## src/rtl/uart_frame_pkg.sv

```systemverilog
`default_nettype none
// ============================================================================
//  Module      : uart_frame_pkg
//  Description : Shared types and constants for the ASCII-hex UART frame
//                parser: parser state encoding, error codes and the ASCII
//                characters the parser treats specially.
//  Revision    : 1.0  initial release
// ============================================================================
package uart_frame_pkg;

    // Parser state; 3 bits cover the five states.
    typedef enum logic [2:0] {
        ST_IDLE = 3'd0,
        ST_CNT  = 3'd1,
        ST_CMD  = 3'd2,
        ST_ADDR = 3'd3,
        ST_DATA = 3'd4
    } state_t;

    // err_code values
    localparam logic [1:0] ERR_NONE = 2'd0;
    localparam logic [1:0] ERR_CHAR = 2'd1;
    localparam logic [1:0] ERR_OVF  = 2'd2;
    localparam logic [1:0] ERR_TMO  = 2'd3;

    // Frame start character and line terminators. CR/LF need no special
    // handling: they are silently dropped in IDLE like any other non-'L'
    // byte, and are bad characters inside a frame.
    localparam logic [7:0] ASCII_L  = 8'h4C;
    localparam logic [7:0] ASCII_CR = 8'h0D;
    localparam logic [7:0] ASCII_LF = 8'h0A;

endpackage : uart_frame_pkg
`default_nettype wire

```

## src/rtl/uart_hex_decode.sv

```systemverilog
`default_nettype none
// ============================================================================
//  Module      : uart_hex_decode
//  Description : Combinational ASCII-hex to nibble decoder, case-insensitive.
//  Ports       : byte_in [7:0] - ASCII character
//                nibble  [3:0] - decoded value (0 when not hex)
//                is_hex        - byte_in is one of 0-9, A-F, a-f
//  Revision    : 1.0  initial release
// ============================================================================
module uart_hex_decode (
    input  logic [7:0] byte_in,
    output logic [3:0] nibble,
    output logic       is_hex
);

    always_comb begin
        nibble = 4'h0;
        is_hex = 1'b0;
        if (byte_in >= 8'h30 && byte_in <= 8'h39) begin
            nibble = byte_in[3:0];
            is_hex = 1'b1;
        end else if ((byte_in >= 8'h41 && byte_in <= 8'h46) ||
                     (byte_in >= 8'h61 && byte_in <= 8'h66)) begin
            // 'A'/'a' have low nibble 1, so adding 9 yields 10..15.
            nibble = byte_in[3:0] + 4'd9;
            is_hex = 1'b1;
        end
    end

endmodule : uart_hex_decode
`default_nettype wire

```

## src/rtl/uart_frame_parser.sv

```systemverilog
`default_nettype none
// ============================================================================
//  Module      : uart_frame_parser
//  Description : Parses an ASCII-hex byte stream of the form
//                'L' <count> <command> <address> <data x (count+1)>
//                into a header (command/address/count) and a burst of data
//                words presented on a valid/ready interface. Reports bad
//                characters and data overflow; 'L' anywhere restarts a frame.
//  Ports       : clk, rst (asynchronous, active low)
//                byte_available/byte_in       - input byte strobe + byte
//                hdr_valid, out_command/address/count - header outputs
//                data_valid/out_data/data_ready - data word handshake
//                busy                         - parser not idle
//                err_pulse/err_code           - error strobe and held code
//  Options     : `define UART_FRAME_PARSER_TIMEOUT_EN enables an inter-byte
//                timeout of TIMEOUT_CYC clocks (err_code 3).
//  Revision    : 1.0  initial release
// ============================================================================
module uart_frame_parser
    import uart_frame_pkg::*;
#(
    parameter int CMD_W       = 32,
    parameter int ADDR_W      = 32,
    parameter int DATA_W      = 32,
    parameter int CNT_W       = 8,
    parameter int TIMEOUT_CYC = 100000
) (
    input  logic              clk,
    input  logic              rst,
    input  logic              byte_available,
    input  logic [7:0]        byte_in,
    output logic              hdr_valid,
    output logic [CMD_W-1:0]  out_command,
    output logic [ADDR_W-1:0] out_address,
    output logic [CNT_W-1:0]  out_count,
    output logic              data_valid,
    output logic [DATA_W-1:0] out_data,
    input  logic              data_ready,
    output logic              busy,
    output logic              err_pulse,
    output logic [1:0]        err_code
);

    // Nibble counter must index the longest field.
    localparam int MAX_A   = (CMD_W > ADDR_W) ? CMD_W : ADDR_W;
    localparam int MAX_B   = (DATA_W > CNT_W) ? DATA_W : CNT_W;
    localparam int MAX_NIB = ((MAX_A > MAX_B) ? MAX_A : MAX_B) / 4;
    localparam int NIB_W   = $clog2(MAX_NIB + 1);

    localparam logic [NIB_W-1:0] CNT_LAST  = NIB_W'(CNT_W / 4 - 1);
    localparam logic [NIB_W-1:0] CMD_LAST  = NIB_W'(CMD_W / 4 - 1);
    localparam logic [NIB_W-1:0] ADDR_LAST = NIB_W'(ADDR_W / 4 - 1);
    localparam logic [NIB_W-1:0] DATA_LAST = NIB_W'(DATA_W / 4 - 1);

    // ------------------------------------------------------------------
    // Hex decode
    // ------------------------------------------------------------------
    logic [3:0] nib;
    logic       is_hex;

    uart_hex_decode u_hex_decode (
        .byte_in (byte_in),
        .nibble  (nib),
        .is_hex  (is_hex)
    );

    // ------------------------------------------------------------------
    // State
    // ------------------------------------------------------------------
    state_t              state_q,       state_d;
    logic [NIB_W-1:0]    nib_cnt_q,     nib_cnt_d;
    logic [CNT_W-1:0]    cnt_fld_q,     cnt_fld_d;
    logic [CMD_W-1:0]    cmd_fld_q,     cmd_fld_d;
    logic [ADDR_W-1:0]   addr_fld_q,    addr_fld_d;
    logic [DATA_W-1:0]   data_fld_q,    data_fld_d;
    logic [CNT_W-1:0]    words_left_q,  words_left_d;

    logic                hdr_valid_q,   hdr_valid_d;
    logic [CMD_W-1:0]    out_command_q, out_command_d;
    logic [ADDR_W-1:0]   out_address_q, out_address_d;
    logic [CNT_W-1:0]    out_count_q,   out_count_d;
    logic                data_valid_q,  data_valid_d;
    logic [DATA_W-1:0]   out_data_q,    out_data_d;
    logic                err_pulse_q,   err_pulse_d;
    logic [1:0]          err_code_q,    err_code_d;

    // Shifted field values with the incoming nibble appended at the LSB
    // end; the cast drops the oldest nibble, which also works for 4-bit
    // fields where an explicit [W-5:0] slice would not exist.
    logic [CNT_W-1:0]    cnt_shift;
    logic [CMD_W-1:0]    cmd_shift;
    logic [ADDR_W-1:0]   addr_shift;
    logic [DATA_W-1:0]   data_shift;

    assign cnt_shift  = CNT_W'({cnt_fld_q, nib});
    assign cmd_shift  = CMD_W'({cmd_fld_q, nib});
    assign addr_shift = ADDR_W'({addr_fld_q, nib});
    assign data_shift = DATA_W'({data_fld_q, nib});

`ifdef UART_FRAME_PARSER_TIMEOUT_EN
    localparam int TMR_W = $clog2(TIMEOUT_CYC + 1);
    logic [TMR_W-1:0]    tmr_q, tmr_d;
`endif

    always_comb begin
        state_d       = state_q;
        nib_cnt_d     = nib_cnt_q;
        cnt_fld_d     = cnt_fld_q;
        cmd_fld_d     = cmd_fld_q;
        addr_fld_d    = addr_fld_q;
        data_fld_d    = data_fld_q;
        words_left_d  = words_left_q;
        hdr_valid_d   = 1'b0;
        out_command_d = out_command_q;
        out_address_d = out_address_q;
        out_count_d   = out_count_q;
        data_valid_d  = data_valid_q;
        out_data_d    = out_data_q;
        err_pulse_d   = 1'b0;
        err_code_d    = err_code_q;

        // Acceptance frees the output slot; a word completing in this same
        // cycle re-fills it below.
        if (data_valid_q && data_ready) begin
            data_valid_d = 1'b0;
        end

        if (byte_available) begin
            if (byte_in == ASCII_L) begin
                // Start (or restart) a frame; a pending data word survives.
                state_d    = ST_CNT;
                nib_cnt_d  = '0;
                cnt_fld_d  = '0;
                cmd_fld_d  = '0;
                addr_fld_d = '0;
                data_fld_d = '0;
            end else if (state_q != ST_IDLE) begin
                if (!is_hex) begin
                    err_pulse_d = 1'b1;
                    err_code_d  = ERR_CHAR;
                    state_d     = ST_IDLE;
                    nib_cnt_d   = '0;
                end else begin
                    nib_cnt_d = nib_cnt_q + NIB_W'(1);
                    case (state_q)
                        ST_CNT: begin
                            cnt_fld_d = cnt_shift;
                            if (nib_cnt_q == CNT_LAST) begin
                                state_d   = ST_CMD;
                                nib_cnt_d = '0;
                            end
                        end
                        ST_CMD: begin
                            cmd_fld_d = cmd_shift;
                            if (nib_cnt_q == CMD_LAST) begin
                                state_d   = ST_ADDR;
                                nib_cnt_d = '0;
                            end
                        end
                        ST_ADDR: begin
                            addr_fld_d = addr_shift;
                            if (nib_cnt_q == ADDR_LAST) begin
                                state_d       = ST_DATA;
                                nib_cnt_d     = '0;
                                hdr_valid_d   = 1'b1;
                                out_command_d = cmd_fld_q;
                                out_address_d = addr_shift;
                                out_count_d   = cnt_fld_q;
                                words_left_d  = cnt_fld_q;
                            end
                        end
                        ST_DATA: begin
                            data_fld_d = data_shift;
                            if (nib_cnt_q == DATA_LAST) begin
                                nib_cnt_d = '0;
                                if (data_valid_q && !data_ready) begin
                                    // Slot still occupied: drop new word.
                                    err_pulse_d = 1'b1;
                                    err_code_d  = ERR_OVF;
                                    state_d     = ST_IDLE;
                                end else begin
                                    data_valid_d = 1'b1;
                                    out_data_d   = data_shift;
                                    if (words_left_q == '0) begin
                                        state_d = ST_IDLE;
                                    end else begin
                                        words_left_d = words_left_q - CNT_W'(1);
                                    end
                                end
                            end
                        end
                        default: begin
                            state_d = ST_IDLE;
                        end
                    endcase
                end
            end
        end

`ifdef UART_FRAME_PARSER_TIMEOUT_EN
        // The timer is reloaded by any byte, so it is always fresh when a
        // frame starts. It expires on the cycle it would reach zero.
        tmr_d = tmr_q;
        if (byte_available) begin
            tmr_d = TMR_W'(TIMEOUT_CYC);
        end else if (state_q != ST_IDLE && tmr_q != '0) begin
            tmr_d = tmr_q - TMR_W'(1);
            if (tmr_q == TMR_W'(1)) begin
                err_pulse_d = 1'b1;
                err_code_d  = ERR_TMO;
                state_d     = ST_IDLE;
                nib_cnt_d   = '0;
            end
        end
`endif
    end

    always_ff @(posedge clk or negedge rst) begin
        if (!rst) begin
            state_q       <= ST_IDLE;
            nib_cnt_q     <= '0;
            cnt_fld_q     <= '0;
            cmd_fld_q     <= '0;
            addr_fld_q    <= '0;
            data_fld_q    <= '0;
            words_left_q  <= '0;
            hdr_valid_q   <= 1'b0;
            out_command_q <= '0;
            out_address_q <= '0;
            out_count_q   <= '0;
            data_valid_q  <= 1'b0;
            out_data_q    <= '0;
            err_pulse_q   <= 1'b0;
            err_code_q    <= ERR_NONE;
        end else begin
            state_q       <= state_d;
            nib_cnt_q     <= nib_cnt_d;
            cnt_fld_q     <= cnt_fld_d;
            cmd_fld_q     <= cmd_fld_d;
            addr_fld_q    <= addr_fld_d;
            data_fld_q    <= data_fld_d;
            words_left_q  <= words_left_d;
            hdr_valid_q   <= hdr_valid_d;
            out_command_q <= out_command_d;
            out_address_q <= out_address_d;
            out_count_q   <= out_count_d;
            data_valid_q  <= data_valid_d;
            out_data_q    <= out_data_d;
            err_pulse_q   <= err_pulse_d;
            err_code_q    <= err_code_d;
        end
    end

`ifdef UART_FRAME_PARSER_TIMEOUT_EN
    always_ff @(posedge clk or negedge rst) begin
        if (!rst) begin
            tmr_q <= '0;
        end else begin
            tmr_q <= tmr_d;
        end
    end
`endif

    assign hdr_valid   = hdr_valid_q;
    assign out_command = out_command_q;
    assign out_address = out_address_q;
    assign out_count   = out_count_q;
    assign data_valid  = data_valid_q;
    assign out_data    = out_data_q;
    assign busy        = (state_q != ST_IDLE);
    assign err_pulse   = err_pulse_q;
    assign err_code    = err_code_q;

endmodule : uart_frame_parser
`default_nettype wire

```

## config.mk

```make
export PLATFORM = sky130hd
export DESIGN_NAME = uart_frame_parser
export DESIGN_NICKNAME = d
export VERILOG_FILES = /design/src/rtl/uart_frame_pkg.sv /design/src/rtl/uart_hex_decode.sv /design/src/rtl/uart_frame_parser.sv
export SDC_FILE = /design/constraint.sdc
export NUM_CORES = 1
export LEC_CHECK = 0
export CAP_MARGIN = 20
export CELL_PAD_IN_SITES_DETAIL_PLACEMENT = 1
export CELL_PAD_IN_SITES_GLOBAL_PLACEMENT = 2
export CORE_MARGIN = 4
export CORE_UTILIZATION = 37
export CTS_CLUSTER_DIAMETER = 150
export DETAILED_ROUTE_END_ITERATION = 6
export PLACE_DENSITY_LB_ADDON = 0.25
export SLEW_MARGIN = 20
export SYNTH_ARGS = -nofsm -noshare
export SYNTH_HDL_FRONTEND = slang
export SYNTH_SLANG_ARGS = --single-unit
```

## constraint.sdc

```tcl
create_clock -name clk -period 2.5 [get_ports clk]
set_input_delay 0.25 -clock clk [delete_from_list [all_inputs] [get_ports clk]]
set_output_delay 0.25 -clock clk [all_outputs]
set_load 0.01 [all_outputs]
```

# Word-level counts from Yosys, hierarchy flattened
# Index checks and enable logic that the tools add are counted.
[op_classes]
bitwise_logic = 2
n_shift = 0
n_eq_ne = 19
div = 0
n_lt_le_gt_ge = 6
n_mul = 0
addsub = 3
mux = 66
n_reduce_logical = 27
[ops]
columns = ["operator", "n"]
rows = [
  ["$mux W28", 8],
  ["$mux W32", 4],
  ["$mux W8", 8],
  ["$mux W4", 7],
  ["$mux W3", 9],
  ["$mux W1", 23],
  ["$ge A8 B7 Y1 const B", 2],
  ["$le A8 B7 Y1 const B", 2],
  ["$ne A4 B4 Y1 const B", 4],
  ["$pmux W8 S2", 1],
  ["$reduce_and A4 Y1", 4],
  ["$reduce_and A7 Y1", 2],
  ["$reduce_bool A2 Y1", 7],
  ["$pmux W3 S4", 1],
  ["$reduce_and A6 Y1", 2],
  ["$reduce_and A9 Y1", 1],
  ["$eq A8 B7 Y1 const B", 1],
  ["$ge A8 B6 Y1 const B", 1],
  ["$le A8 B6 Y1 const B", 1],
  ["$logic_not A8 Y1", 1],
  ["$mux W2", 4],
  ["$ne A2 B2 Y1 const B", 4],
  ["$pmux W4 S2", 1],
  ["$sub A8 B1 Y8 const B", 1],
  ["other kinds (16)", 24],
]
[totals]
output_inout_bits = 110
in_bits = 12
mem_bits_rw = 0
regBits = 220
romBits = 0
wordCells = 138
n_memories = 0
latchBits = 0

# Logic depth before layout (Yosys ltp)
[depth]
word_depth = 9
mapped_depth = 9
mapped_depth_nobuf = 7

# Cells and area by module
# Synthesis repeated with hierarchy kept, for this count alone.
[unflattened]
hier_cells = 678
area_unflattened_um2 = 8858.5
[by_module_without_submodules]
columns = ["mod", "n_inst", "area_each_um2", "seq_area_each_um2", "cells_per_inst"]
rows = [
  ["uart_frame_parser", 1, 8657.1, 5505.3, 653],
  ["uart_hex_decode", 1, 201.4, 0.0, 25],
]

# Worst setup path before layout
# OpenSTA, ideal clock, no wires.
[synth_timing]
path_kind = "in2reg"
from = "input byte_in[1]"
to = "register out_data_q[10], in the netlist out_data[10]"
setup_time_ns = 0.125
path_buffers = 1
arrival_time_ns = 1.978
required_time_ns = 2.375
path_slack_ns = 0.397
path_stages = 8
path_cell_list = "inv_1 ha_1 or3b_1 nand4_1 nand2_1 nand4_1 buf_2 mux2_2"
[synth_via]
elab_chain_len = 6
word_cells_on_any_way = 15
cone_classes = "order compare (6); eq/ne (1); mux (2); bitwise (1); reduce/logical (5)"
[synth_lines]
columns = ["item", "line_no", "source"]
rows = [
  ["start, declared", "uart_frame_parser.sv:31", "input logic [7:0] byte_in,"],
  ["$ge A8 B7 Y1 (tied with other cells)", "uart_hex_decode.sv:22", "end else if ((byte_in >= 8'h41 && byte_in <= 8'h46) ||"],
  ["$logic_and A1 B1 Y1 (on tied branches)", "uart_hex_decode.sv:22, uart_hex_decode.sv:23", ""],
  ["$logic_or A1 B1 Y1", "uart_hex_decode.sv:22", ""],
  ["$mux W1", "uart_hex_decode.sv:22", ""],
  ["$mux W1", "uart_hex_decode.sv:19", "if (byte_in >= 8'h30 && byte_in <= 8'h39) begin"],
  ["$reduce_and A7 Y1 (no line) *", "--", ""],
  ["end signal, assigned", "uart_frame_parser.sv:248", "out_data_q <= out_data_d;"],
  ["end, declared", "uart_frame_parser.sv:83", "logic [DATA_W-1:0] out_data_q, out_data_d;"],
]
# Mark *: on every way between the ends. The rest lies on a longest branch, timed or not.
# A chain may end at the register's enable or synchronous reset.

# Final worst setup path
[layout_timing]
from = "register state_q[2]"
to = "register words_left_q[3]"
[layout_via]
elab_chain_len = 3
word_cells_on_any_way = 10
cone_classes = "eq/ne (6); mux (1); reduce/logical (3)"
[layout_lines]
columns = ["item", "line_no", "source"]
rows = [
  ["start, declared", "uart_frame_parser.sv:70", "state_t state_q, state_d;"],
  ["start signal, assigned", "uart_frame_parser.sv:236", "state_q <= state_d;"],
  ["$eq A3 B3 Y1 / $eq A3 B2 Y1 (equally long branches)", "uart_frame_parser.sv:145", "case (state_q)"],
  ["$ne A2 B2 Y1 (no line) / $reduce_bool A2 Y1 (equally long branches)", "--", ""],
  ["$reduce_and A9 Y1 (no line)", "--", ""],
  ["end signal, assigned", "uart_frame_parser.sv:242", "words_left_q <= words_left_d;"],
  ["end, declared", "uart_frame_parser.sv:76", "logic [CNT_W-1:0] words_left_q, words_left_d;"],
]
# Parallel ways exist; a longest one is shown, timed or not.

==> metrics.cfg <==
[critical_path]
critPathMaxFanout = 13
slowest_stage = or3b_1
crit_chain = or3b_1, a211o_1, a221oi_4, buf_4, a21oi_1, a21oi_1
crit_arrival_ps = 2760
r2r_setup_slack_ps = 170
rr_worst_depth = 6
cp-end-kind = flop
crit_type = flop to flop
cpMostUsedCell = a21oi_1
cp.required_ps = 2920
critPathMaxStageDelay_ps = 520
cp-start-kind = flop

[synth]
synth_top_area_share_pct = 59.8
syn_avg_cell_area_sq_um = 12.0
synth-warning-count = 0
muxShareOfSynthArea_pct = 17.2
synth_top_family_by_area = multiplexers
synthFlopType = dfrtp_1
netlist_area_sq_um = 9210
yosys.area_share.simple_pct = 9.54
synth_compound_area_share_pct = 8.22
synth.area.top_cells = dfrtp_1 60%, mux2_2 14%, o21ai_0 4.0%
synth_cell_type_count = 62
syn_inst = 765
synth_fa_ha_area_share_pct = 0.951
synth_edf_count = 0
yosys.area.top_type = dfrtp_1
synth.net_count = 784
ys_seq_area_share_pct = 59.8
synth_xor_area_share_pct = 0.0951
async_flop_share_pct = 100
synth_seq_cells = 220

[detailed_routing]
vias = 6325
drc = 0
wl_per_cell_um = 17.8
drt-pass1-iter-count = 4
routed_via_density = 5.02
postRouteAntennaNets = 0
wirelength_um = 22400
drtIter0Drc = 247

[timing]
fin_crit_sh_pct = 93.3
fin_skew_ps = 17.6
hold_violations = 0
min_period_ps = 2330
slew_violations = 0
finalSetupViolCount = 0
fin_tns_setup_ps = 0
rsz0062_at_grt = no
relSlewSlack_pct = 53.1
fmax_mhz = 429
tightest_slew_ps = 704

[floorplanning]
die_area_sq_um = 27500
core_area_sq_um = 24400
initial_utilization_pct = 37.8
num_rows = 57
die_height_um = 166
die_width_um = 166
top_level_ports = 122

[global_routing]
grt_pass1_vias = 7112
overflow = 0
grt_pass1_wl_um = 37900
antenna_found_initial = 0
grt_max_degree = 87
grtUsageTotal_pct = 16.4

[cts]
clk_latency_ps = 510
cts_max_level = 1
clkSinkCount = 220
root_buffer = clkbuf_16
postCtsSetupBuffers = 0
clockBufferDepth = 3
cts.clk_slew.worst_paths_ps = 60
cts_buffers = 25
cts_tree = done

[placed_design]
gp_congestion = 0.831
place_hpwl_um = 15500
io_buffers = 121

[finish]
diodes = 0
drive_above_1_share_pct = 23.6
final_nets = 940
areaGrowthSynthToFinish_pct = 29.8

[run_status]
outcome = completed

[pwr]
design_power_total_uw = 7540
cellPowerDensity_nw_per_um2 = 631
p_leak_uw = 0.00566
peakVddDrop_mv = 0.415

[hold_path]
hold_path.class = input port to asynchronous set/reset pin

[job]
drv_cap = 0

state kept, by name, summed over array words and instances, names as in the netlist, 2 cells and up:
name,cells
nib_cnt_q,4
state_q,3
out_address,32
out_data,32
data_fld_q,28
cmd_fld_q,32
out_count,8
err_code,2
cnt_fld_q,8
words_left_q,8
out_command,32
addr_fld_q,28
path summary, 6_finish.rpt:
path,start,to
max,state_q[2],words_left_q[3]
min,rst,out_data[25]
max reg2reg,state_q[2],words_left_q[3]
min reg2reg,data_fld_q[25],data_fld_q[25]
max in group asynchronous,rst,words_left_q[1]
min in group clk,data_fld_q[25],data_fld_q[25]
area by class of cell:
type / instances / area, sq um
repair buffers: 169 / 1700
clock inverters: 8 / 100
well taps: 324 / 405
multi-input cells: 454 / 3330
fillers: 2572 / 12400
clock buffers: 34 / 709
flip-flops and latches: 220 / 5510
inverters: 51 / 191
what timing repair did:
action	in CTS	in global routing
hold endpoints to repair	81	0
gates resized for setup	0	0
hold buffers	1	0
setup endpoints to repair	0	0
power breakdown:
group | total, uW | switching [uW] | internal (uW)
combinational | 268 | 166 | 102
sequential | 3690 | 53.5 | 3640
clock | 3590 | 1400 | 2180
cells by family after synthesis:
| group | after synthesis |
|---|---|
| AOI/OAI and AO/OA | 123 |
| xor gates and xnor gates | 1 |
| adders and majority gates | 7 |
| buffers and inverters | 91 |
| DFF | 220 |
| muxes | 142 |
| and+or+nand+nor | 181 |
cells in the final DEF (no fill, tap or decap), types with 4 or more instances in the layout:
cell type / instances
a21oi_1: 17
buf_12: 10
buf_4: 37
clkbuf_1: 4
clkbuf_16: 25
clkbuf_8: 5
clkdlybuf4s50_1: 120
dfrtp_1: 220
ha_1: 7
inv_1: 51
mux2_1: 13
mux2_2: 116
mux2i_1: 13
nand2_1: 88
nand2b_1: 5
nand3_1: 32
nand4_1: 4
nor2_1: 19
nor3_1: 4
o21ai_0: 74
Yosys cell counts (7+ instances only):
library cell    n
buf_2          16
inv_1          51
mux2i_1        13
clkbuf_1       20
mux2_2        116
mux2_1         13
a21oi_1        17
o21ai_0        74
nand3_1        32
dfrtp_1       220
ha_1            7
nor2_1         19
nand2_1        89
critical path: cells and delay by family (launching register included):
family	cells	cell delay [ps]
flip-flops	1	510
buffers and inverters	1	260
AO/OA/AOI/OAI	4	960
AND/OR/NAND/NOR	1	520
stage by stage:
stage          utilization (%)  hold WS, ps  setup WS, ps  cells  instance area (sq um)
2_1_floorplan                -        -45.6           397    765                   9210
3_3_place_gp              45.6          314         -65.7   1217                  11100
3_5_place_dp              45.6          327          -156   1217                  11100
4_1_cts                   49.0          377           167   1260                  12000
5_1_grt                   49.0          411          49.0   1260                  12000
6_report                  49.0          353           169   1260                  12000
routing by layer:
layer | share of wire, % | track usage, % | up-vias
met5 | 0 | 0 | -
met4 | 2.3 | 4.48 | 0
met3 | 3.6 | 2.69 | 38
met2 | 49 | 27.8 | 123
met1 | 45 | 21.9 | 3218
li1 | - | - | 2946
Note: power is estimated with default switching activity, not from simulation.
